$ cat src/rtl/vga_pkg.sv
// vga_pkg: shared 800x600@72 timing constants, line size and scheduler state type
package vga_pkg;
  localparam int HOR_FIELD      = 799;
  localparam int HOR_TOTAL      = 1042;
  localparam int VER_FIELD      = 599;
  localparam int VER_TOTAL      = 665;
  localparam int WORDS_PER_LINE = 200;
  typedef enum logic [1:0] {IDLE, FETCH, DRAIN} fb_sched_state_t;
endpackage

$ cat src/rtl/vga_fb_scheduler_if.sv
// vga_fb_scheduler_if: timing, draw-write, framebuffer and line-buffer signals of the scheduler
// master: scheduler side (drives wr_ready, mem_*, lb_*, underrun*); slave: surrounding system
interface vga_fb_scheduler_if #(parameter int ADDR_W = 16, parameter int DATA_W = 32);
  logic [11:0]       display_col;
  logic [10:0]       display_row;
  logic              wr_valid;
  logic              wr_ready;
  logic [ADDR_W-1:0] wr_addr;
  logic [DATA_W-1:0] wr_data;
  logic              mem_req;
  logic              mem_we;
  logic [ADDR_W-1:0] mem_addr;
  logic [DATA_W-1:0] mem_wdata;
  logic [DATA_W-1:0] mem_rdata;
  logic              lb_we;
  logic              lb_bank;
  logic [7:0]        lb_addr;
  logic [DATA_W-1:0] lb_wdata;
  logic              underrun;
  logic              underrun_pulse;
  modport master (
    input  display_col, display_row, wr_valid, wr_addr, wr_data, mem_rdata,
    output wr_ready, mem_req, mem_we, mem_addr, mem_wdata,
           lb_we, lb_bank, lb_addr, lb_wdata, underrun, underrun_pulse
  );
  modport slave (
    output display_col, display_row, wr_valid, wr_addr, wr_data, mem_rdata,
    input  wr_ready, mem_req, mem_we, mem_addr, mem_wdata,
           lb_we, lb_bank, lb_addr, lb_wdata, underrun, underrun_pulse
  );
endinterface

$ cat src/rtl/vga_fb_rd_pipe.sv
// vga_fb_rd_pipe: RD_LATENCY-deep valid/index delay line turning read strobes into line-buffer writes
// i_valid/i_idx: read strobe and its word index; i_rdata: framebuffer read data
// o_we/o_addr/o_wdata: registered line-buffer write; o_busy: a read is still in flight
module vga_fb_rd_pipe #(parameter int RD_LATENCY = 2, parameter int DATA_W = 32) (
  input  logic              clock,
  input  logic              reset,
  input  logic              i_valid,
  input  logic [7:0]        i_idx,
  input  logic [DATA_W-1:0] i_rdata,
  output logic              o_busy,
  output logic              o_we,
  output logic [7:0]        o_addr,
  output logic [DATA_W-1:0] o_wdata
);
  logic [RD_LATENCY-1:0]      r_v;
  logic [RD_LATENCY-1:0][7:0] r_idx;
  logic                       r_we;
  logic [7:0]                 r_addr;
  logic [DATA_W-1:0]          r_wdata;
  always_ff @(posedge clock) begin
    if (reset) begin
      r_v     <= '0;
      r_idx   <= '0;
      r_we    <= 1'b0;
      r_addr  <= '0;
      r_wdata <= '0;
    end else begin
      r_v[0]   <= i_valid;
      r_idx[0] <= i_idx;
      for (int k = 1; k < RD_LATENCY; k++) begin
        r_v[k]   <= r_v[k-1];
        r_idx[k] <= r_idx[k-1];
      end
      // the last stage lines up with the cycle mem_rdata is valid
      r_we <= r_v[RD_LATENCY-1];
      if (r_v[RD_LATENCY-1]) begin
        r_addr  <= r_idx[RD_LATENCY-1];
        r_wdata <= i_rdata;
      end
    end
  end
  assign o_busy  = |r_v;
  assign o_we    = r_we;
  assign o_addr  = r_addr;
  assign o_wdata = r_wdata;
endmodule

$ cat src/rtl/vga_fb_scheduler.sv
// vga_fb_scheduler: shares one framebuffer port between per-line display prefetch and draw writes
// clock/reset: system clock, synchronous active-high reset
// fb (master): timing position and draw handshake in; framebuffer strobes, line-buffer writes,
//              and deadline-miss flags out
module vga_fb_scheduler #(
  parameter int ADDR_W         = 16,
  parameter int DATA_W         = 32,
  parameter int WORDS_PER_LINE = vga_pkg::WORDS_PER_LINE,
  parameter int HOR_FIELD      = vga_pkg::HOR_FIELD,
  parameter int HOR_TOTAL      = vga_pkg::HOR_TOTAL,
  parameter int VER_FIELD      = vga_pkg::VER_FIELD,
  parameter int VER_TOTAL      = vga_pkg::VER_TOTAL,
  parameter int RD_LATENCY     = 2
) (
  input logic             clock,
  input logic             reset,
  vga_fb_scheduler_if.master fb
);
  import vga_pkg::*;
  fb_sched_state_t   r_state;
  logic [7:0]        r_idx;
  logic [7:0]        r_mem_idx;
  logic [ADDR_W-1:0] r_line_base;
  logic              r_bank;
  logic              r_mem_req;
  logic              r_mem_we;
  logic [ADDR_W-1:0] r_mem_addr;
  logic [DATA_W-1:0] r_mem_wdata;
  logic              r_underrun;
  logic              r_pulse;
  logic              r_miss_d;
  logic              w_trig;
  logic              w_miss;
  logic              w_pipe_busy;
  assign w_trig = fb.display_col == 12'(HOR_FIELD) &&
                  (fb.display_row < 11'(VER_FIELD) || fb.display_row == 11'(VER_TOTAL));
  // a deadline column held for several cycles still counts as a single miss
  assign w_miss = fb.display_col == 12'(HOR_TOTAL) && r_state != IDLE;
  assign fb.wr_ready = !reset && r_state == IDLE && !w_trig;
  always_ff @(posedge clock) begin
    if (reset) begin
      r_state     <= IDLE;
      r_idx       <= '0;
      r_mem_idx   <= '0;
      r_line_base <= '0;
      r_bank      <= 1'b0;
      r_mem_req   <= 1'b0;
      r_mem_we    <= 1'b0;
      r_mem_addr  <= '0;
      r_mem_wdata <= '0;
      r_underrun  <= 1'b0;
      r_pulse     <= 1'b0;
      r_miss_d    <= 1'b0;
    end else begin
      r_miss_d   <= w_miss;
      r_pulse    <= w_miss && !r_miss_d;
      r_underrun <= r_underrun || w_miss;
      r_mem_req  <= 1'b0;
      case (r_state)
        IDLE:
          if (w_trig) begin
            r_bank      <= !r_bank;
            r_idx       <= '0;
            r_line_base <= fb.display_row == 11'(VER_TOTAL) ? '0 : r_line_base + ADDR_W'(WORDS_PER_LINE);
            r_state     <= FETCH;
          end else if (fb.wr_valid) begin
            r_mem_req   <= 1'b1;
            r_mem_we    <= 1'b1;
            r_mem_addr  <= fb.wr_addr;
            r_mem_wdata <= fb.wr_data;
          end
        FETCH: begin
          r_mem_req  <= 1'b1;
          r_mem_we   <= 1'b0;
          r_mem_addr <= r_line_base + ADDR_W'(r_idx);
          r_mem_idx  <= r_idx;
          r_idx      <= r_idx + 8'd1;
          if (r_idx == 8'(WORDS_PER_LINE - 1)) r_state <= DRAIN;
        end
        DRAIN:
          // the last strobe is still on the bus in the first DRAIN cycle
          if (!r_mem_req && !w_pipe_busy) r_state <= IDLE;
        default: r_state <= IDLE;
      endcase
    end
  end
  vga_fb_rd_pipe #(.RD_LATENCY(RD_LATENCY), .DATA_W(DATA_W)) u_rd_pipe (
    .clock   (clock),
    .reset   (reset),
    .i_valid (r_mem_req && !r_mem_we),
    .i_idx   (r_mem_idx),
    .i_rdata (fb.mem_rdata),
    .o_busy  (w_pipe_busy),
    .o_we    (fb.lb_we),
    .o_addr  (fb.lb_addr),
    .o_wdata (fb.lb_wdata)
  );
  assign fb.mem_req        = r_mem_req;
  assign fb.mem_we         = r_mem_we;
  assign fb.mem_addr       = r_mem_addr;
  assign fb.mem_wdata      = r_mem_wdata;
  assign fb.lb_bank        = r_bank;
  assign fb.underrun       = r_underrun;
  assign fb.underrun_pulse = r_pulse;
endmodule

$ cat src/flat_wrapper.sv
// flat-port wrapper written by rule: the top's interface ports become plain ports
module vga_fb_scheduler_flat import vga_pkg::*;
#(
  parameter int ADDR_W         = 16,
  parameter int DATA_W         = 32,
  parameter int WORDS_PER_LINE = vga_pkg::WORDS_PER_LINE,
  parameter int HOR_FIELD      = vga_pkg::HOR_FIELD,
  parameter int HOR_TOTAL      = vga_pkg::HOR_TOTAL,
  parameter int VER_FIELD      = vga_pkg::VER_FIELD,
  parameter int VER_TOTAL      = vga_pkg::VER_TOTAL,
  parameter int RD_LATENCY     = 2
)
  (clock, reset, fb_display_col, fb_display_row, fb_wr_valid, fb_wr_addr, fb_wr_data, fb_mem_rdata, fb_wr_ready, fb_mem_req, fb_mem_we, fb_mem_addr, fb_mem_wdata, fb_lb_we, fb_lb_bank, fb_lb_addr, fb_lb_wdata, fb_underrun, fb_underrun_pulse);
  vga_fb_scheduler_if #(.ADDR_W(ADDR_W), .DATA_W(DATA_W)) fb_i ();
  input logic clock;
  input logic reset;
  input wire logic [$bits(fb_i.display_col)-1:0] fb_display_col;
  input wire logic [$bits(fb_i.display_row)-1:0] fb_display_row;
  input wire logic [$bits(fb_i.wr_valid)-1:0] fb_wr_valid;
  input wire logic [$bits(fb_i.wr_addr)-1:0] fb_wr_addr;
  input wire logic [$bits(fb_i.wr_data)-1:0] fb_wr_data;
  input wire logic [$bits(fb_i.mem_rdata)-1:0] fb_mem_rdata;
  output wire logic [$bits(fb_i.wr_ready)-1:0] fb_wr_ready;
  output wire logic [$bits(fb_i.mem_req)-1:0] fb_mem_req;
  output wire logic [$bits(fb_i.mem_we)-1:0] fb_mem_we;
  output wire logic [$bits(fb_i.mem_addr)-1:0] fb_mem_addr;
  output wire logic [$bits(fb_i.mem_wdata)-1:0] fb_mem_wdata;
  output wire logic [$bits(fb_i.lb_we)-1:0] fb_lb_we;
  output wire logic [$bits(fb_i.lb_bank)-1:0] fb_lb_bank;
  output wire logic [$bits(fb_i.lb_addr)-1:0] fb_lb_addr;
  output wire logic [$bits(fb_i.lb_wdata)-1:0] fb_lb_wdata;
  output wire logic [$bits(fb_i.underrun)-1:0] fb_underrun;
  output wire logic [$bits(fb_i.underrun_pulse)-1:0] fb_underrun_pulse;
  assign fb_i.display_col = fb_display_col;
  assign fb_i.display_row = fb_display_row;
  assign fb_i.wr_valid = fb_wr_valid;
  assign fb_i.wr_addr = fb_wr_addr;
  assign fb_i.wr_data = fb_wr_data;
  assign fb_i.mem_rdata = fb_mem_rdata;
  assign fb_wr_ready = fb_i.wr_ready;
  assign fb_mem_req = fb_i.mem_req;
  assign fb_mem_we = fb_i.mem_we;
  assign fb_mem_addr = fb_i.mem_addr;
  assign fb_mem_wdata = fb_i.mem_wdata;
  assign fb_lb_we = fb_i.lb_we;
  assign fb_lb_bank = fb_i.lb_bank;
  assign fb_lb_addr = fb_i.lb_addr;
  assign fb_lb_wdata = fb_i.lb_wdata;
  assign fb_underrun = fb_i.underrun;
  assign fb_underrun_pulse = fb_i.underrun_pulse;
  vga_fb_scheduler #(.ADDR_W(ADDR_W), .DATA_W(DATA_W), .WORDS_PER_LINE(WORDS_PER_LINE), .HOR_FIELD(HOR_FIELD), .HOR_TOTAL(HOR_TOTAL), .VER_FIELD(VER_FIELD), .VER_TOTAL(VER_TOTAL), .RD_LATENCY(RD_LATENCY)) u_core (.clock(clock), .reset(reset), .fb(fb_i));
endmodule
$ cat config.mk
export PLATFORM = sky130hd
export DESIGN_NAME = vga_fb_scheduler_flat
export DESIGN_NICKNAME = d
export VERILOG_FILES = /design/src/rtl/vga_pkg.sv /design/src/rtl/vga_fb_scheduler_if.sv /design/src/rtl/vga_fb_rd_pipe.sv /design/src/rtl/vga_fb_scheduler.sv /design/src/flat_wrapper.sv
export SDC_FILE = /design/constraint.sdc
export NUM_CORES = 1
export LEC_CHECK = 0
export CORE_MARGIN = 4
export CORE_UTILIZATION = 45
export CTS_BUF_LIST = sky130_fd_sc_hd__clkbuf_8
export DETAILED_ROUTE_END_ITERATION = 7
export PLACE_DENSITY = 0.77
export SETUP_SLACK_MARGIN = 0.2
export SLEW_MARGIN = 20
export SYNTH_ARGS = -nofsm -noshare
export SYNTH_HDL_FRONTEND = slang
export SYNTH_SLANG_ARGS = --single-unit
export TNS_END_PERCENT = 100
$ cat constraint.sdc
create_clock -name clock -period 2.61 [get_ports clock]
set_input_delay 0.3915 -clock clock [delete_from_list [all_inputs] [get_ports clock]]
set_output_delay 0.3915 -clock clock [all_outputs]
set_load 0.01 [all_outputs]
==> results.txt <==
----------------------------------------------------
[Clocking]
  Clock insertion delay at the later pin of the skew report ... 440 ps
  # resized after CTS ... 1
  Cts bufs inserted ... 17
  Sink count of the clock tree ... 144
  Clock tree root buffer cell ... clkbuf_8
  Post-CTS repair timing setup buffer count ... 0
  Clock tree from TritonCTS ... built
  Clock H-tree levels ... 4
  Clock-pin transition on the worst setup and hold timing paths ... 80 ps
  Number of buffers inserted for hold repair after clock tree synthesis ... 0
  Worst-case clock buffer depth ... 2

[Pwr]
  Power Internal ... 3380 uW
  Power density cells ... 526 nW/um2
  Worst VDD drop ... 0.000313 V
  Share of total power in combinational logic ... 0.114
  Net switching power ... 1020 uW
  Clock power frac ... 0.367
  Sequential power share ... 0.519
  Leak Pwr ... 0.00322 uW
  Switching Fraction ... 0.232

[Global routing]
  Combined global-route utilization of all metal layers ... 0.204
  Number of antenna violations at the first check in global routing ... 0
  Global-route wire length before repair ... 24000 um
  Largest net degree at the start of global routing ... 68
  Gr ovfl total ... 0
  Via count of the first global-routing pass ... 4902

[Critical path]
  R2R setup slack ... 530 ps
  Critical path buffers and inverters ... 2
  Cells traversed along the worst timing path ... clkdlybuf4s50_1 -> and4bb_1 -> and4b_1 -> nor4_4 -> buf_4 -> o2111ai_2 -> or4_1 -> a21oi_1
  Endpoint of the worst-slack reg-to-reg timing path ... u_core.fb.mem_addr[15]
  CP Launch Type ... input pin
  Arr. time, crit path ... 2700 ps
  Startpoint of the worst register-to-register path ... u_core.r_idx[4]
  Highest-delay cell along the critical path ... or4_1
  Largest stage delay on the critical path ... 510 ps
  Top cell family by delay on the critical path ... simple AND/OR/NAND/NOR gates
  Setup Crit Path Kind ... in2reg
  Endpoint type of the worst setup path ... register
  CP required ... 2980 ps
  Max FO, Critical Path ... 11
  Worst reg2reg path depth ... 7

[Min path]
  Class of the tightest hold or removal check ... reg2reg
  Start point of the worst hold path ... u_core.r_miss_d
  Number of cells on the worst hold path ... 1
  Hold path endpoint ... u_core.fb.underrun_pulse

[Floorplanning]
  Vert. Die Dim ... 121 um
  Ports ... 201
  Initial cell density of the core ... 0.457
  Horizontal die dimension ... 121 um
  Cell Rows ... 41
  Overall die area ... 14600 um2
  Core footprint ... 12600 um2

[Route]
  Vias post-DR ... 4997
  Drc violations ... 0
  Via density per instance ... 5.06
  Antenna viol nets, final ... 0
  Initial DRC Count ... 215
  First-pass iteration count of the detailed router ... 5
  Drt wl/cell ... 15.2 um
  Final wirelength ... 15000 um

[Yosys]
  #FFs+latches synth ... 144
  Fraction of registers with async set or reset after synthesis ... 0
  Cell count after synthesis ... 600
  Netlist area before placement ... 5750 um2
  Number of warnings issued by yosys ... 0
  Syn Area/Cell ... 9.58 um2
  Distinct cell type count after synthesis ... 51
  Part of the Yosys area used for sequential elements ... 0.502
  Post-Syn Nets ... 713
  Primary flip-flop cell chosen by synthesis mapping ... dfxtp_1
  Cell type with the largest total area after synthesis ... dfxtp_1
  Most frequent cell after synthesis ... dfxtp_1
  Top cells by count, synth ... dfxtp_1 (144), nor2_1 (107), mux2i_1 (82)
  Number of enable-type register cells in the synthesized netlist ... 0
  Largest cells by area after synthesis ... dfxtp_1 (50%), mux2i_1 (14%), nor2_1 (7.0%)
  Share of Yosys cell area claimed by the top area cell type ... 0.502

[Run status]
  Result of the run ... finished, final reports clean

[Timing]
  Min Tclk post-route ... 2330 ps
  Setup repair after global routing missed its margin ... false
  Clock skew ... 10.3 ps
  Maximum frequency from static timing analysis ... 429 MHz
  Post-route clock period utilization ... 0.892
  Worst hold margin ... 384 ps
  Final hold violation count ... 0
  Number of setup violations in the final report ... 0
  Relative slew slack ... 0.554
  Final-report max-slew violation count ... 0
  Transition time at the pin with the least slew margin ... 670 ps

[Place]
  Cell area reported after detailed placement ... 7980 um2
  Number of I/O port buffers ... 200
  Global placement routability congestion ... 0.858
  Count of placed standard cells including taps ... 956
  Estimated wirelength of the detail-placed design ... 11000 um

[Cells and area]
  Final std cell area, no fill ... 8360 um2
  Finished Layout Cells ... 988
  Utilization after layout ... 0.665
  Layout Area Growth over Synthesis ... 45.5%
  Share of post-route cells with drive strength above 1 ... 0.0821
  Inserted Diodes ... 0
  Final nets ... 916

[Job]
  Max-cap violation count ... 0

----------------------------------------------------
==> layout make-up <==
class,count,area (um2)
Inverter,7,26.3
Sequential cell,144,2880
Timing Repair Buffer,220,2160
Fill cell,1004,4210
Clock inverter,12,93.8
Multi-Input combinational cell,413,2710
Clock buffer,20,275
Tap cell,172,215
==> per-layer routing <==
layer / GRT usage / up-vias / share of wire
li1: - / 2481 / -
met1: 0.242 / 2331 / 0.42
met2: 0.350 / 162 / 0.50
met3: 0.0503 / 23 / 0.058
met4: 0.0836 / 0 / 0.020
met5: 0 / - / 0
==> cell families (layout without fill, tap and decap cells) <==
logic type,after synthesis,count (layout),synth area share
adder cells (fa/ha/maj),7,7,0.0152
buffers and inverters,43,259,0.0301
flip-flops,144,144,0.502
AND/OR/NAND/NOR,222,222,0.184
AO/OA/AOI/OAI,84,84,0.0982
multiplexers,82,82,0.143
XOR/XNOR,18,18,0.0274
==> stage by stage <==
step | TNS, ps | setup WS [ps] | total power (uW)
floorplan | 0 | 570 | 2510
global placement | -35.9 | -35.9 | 2820
detailed placement | -1830 | -116 | 2840
CTS | 0 | 202 | 4460
global route | 0 | 212 | 4580
finish | 0 | 281 | 4400
==> layout by cell type, fill, tap and decap left out, drive strengths merged, types with 12 or more instances in the layout <==
master         instances
buf                   21
o21ai                 12
clkbuf                21
nand2                 42
mux2i                 82
a21oi                 31
dfxtp                144
nor2b                 22
clkdlybuf4s50        198
nand3                 14
nor2                 108
==> how the worst max path moves through the flow <==
stage / start / endpoint / slack (ps) / cells past startpoint
2_1_floorplan: fb_display_col[7] / u_core.r_line_base[15] / 570 / 6
3_3_place_gp: fb_display_row[6] / fb_wr_ready / -40 / 6
3_5_place_dp: fb_display_row[8] / fb_wr_ready / -120 / 6
4_1_cts: fb_display_row[8] / fb_wr_ready / 200 / 6
5_1_grt: fb_display_row[6] / fb_wr_ready / 210 / 6
6_report: fb_display_row[8] / u_core.r_line_base[15] / 280 / 8
==> worst reg2reg max path, delay by kind of cell, from the launching register on <==
family	cells	cell delay (ps)
flip-flops	1	470
XOR/XNOR	1	180
adder cells (fa/ha/maj)	1	310
AND/OR/NAND/NOR	1	170
AO/OA/AOI/OAI	4	860
==> registers in the layout (all words and copies together), names as in the netlist <==
name                      count
u_core.r_state                2
u_core.fb.lb_bank             1
u_core.fb.mem_req             1
u_core.fb.mem_wdata          32
u_core.u_rd_pipe.r_v          2
u_core.r_mem_idx              8
u_core.r_line_base           13
u_core.u_rd_pipe.o_wdata     32
u_core.fb.mem_addr           16
u_core.r_idx                  8
u_core.fb.mem_we              1
u_core.u_rd_pipe.o_addr       8
u_core.u_rd_pipe.o_we         1
u_core.fb.underrun_pulse      1
u_core.r_miss_d               1
u_core.u_rd_pipe.r_idx       16
u_core.fb.underrun            1
==> power by group through the flow <==
stage               Clock (uW)  Combinational, uW  Sequential (uW)
floorplan                    0                154             2360
global placement             0                493             2330
global route              1760                538             2290
CTS                       1670                504             2280
detailed placement           0                501             2330
finish                    1610                501             2280
(Power assumes the default switching activity.)
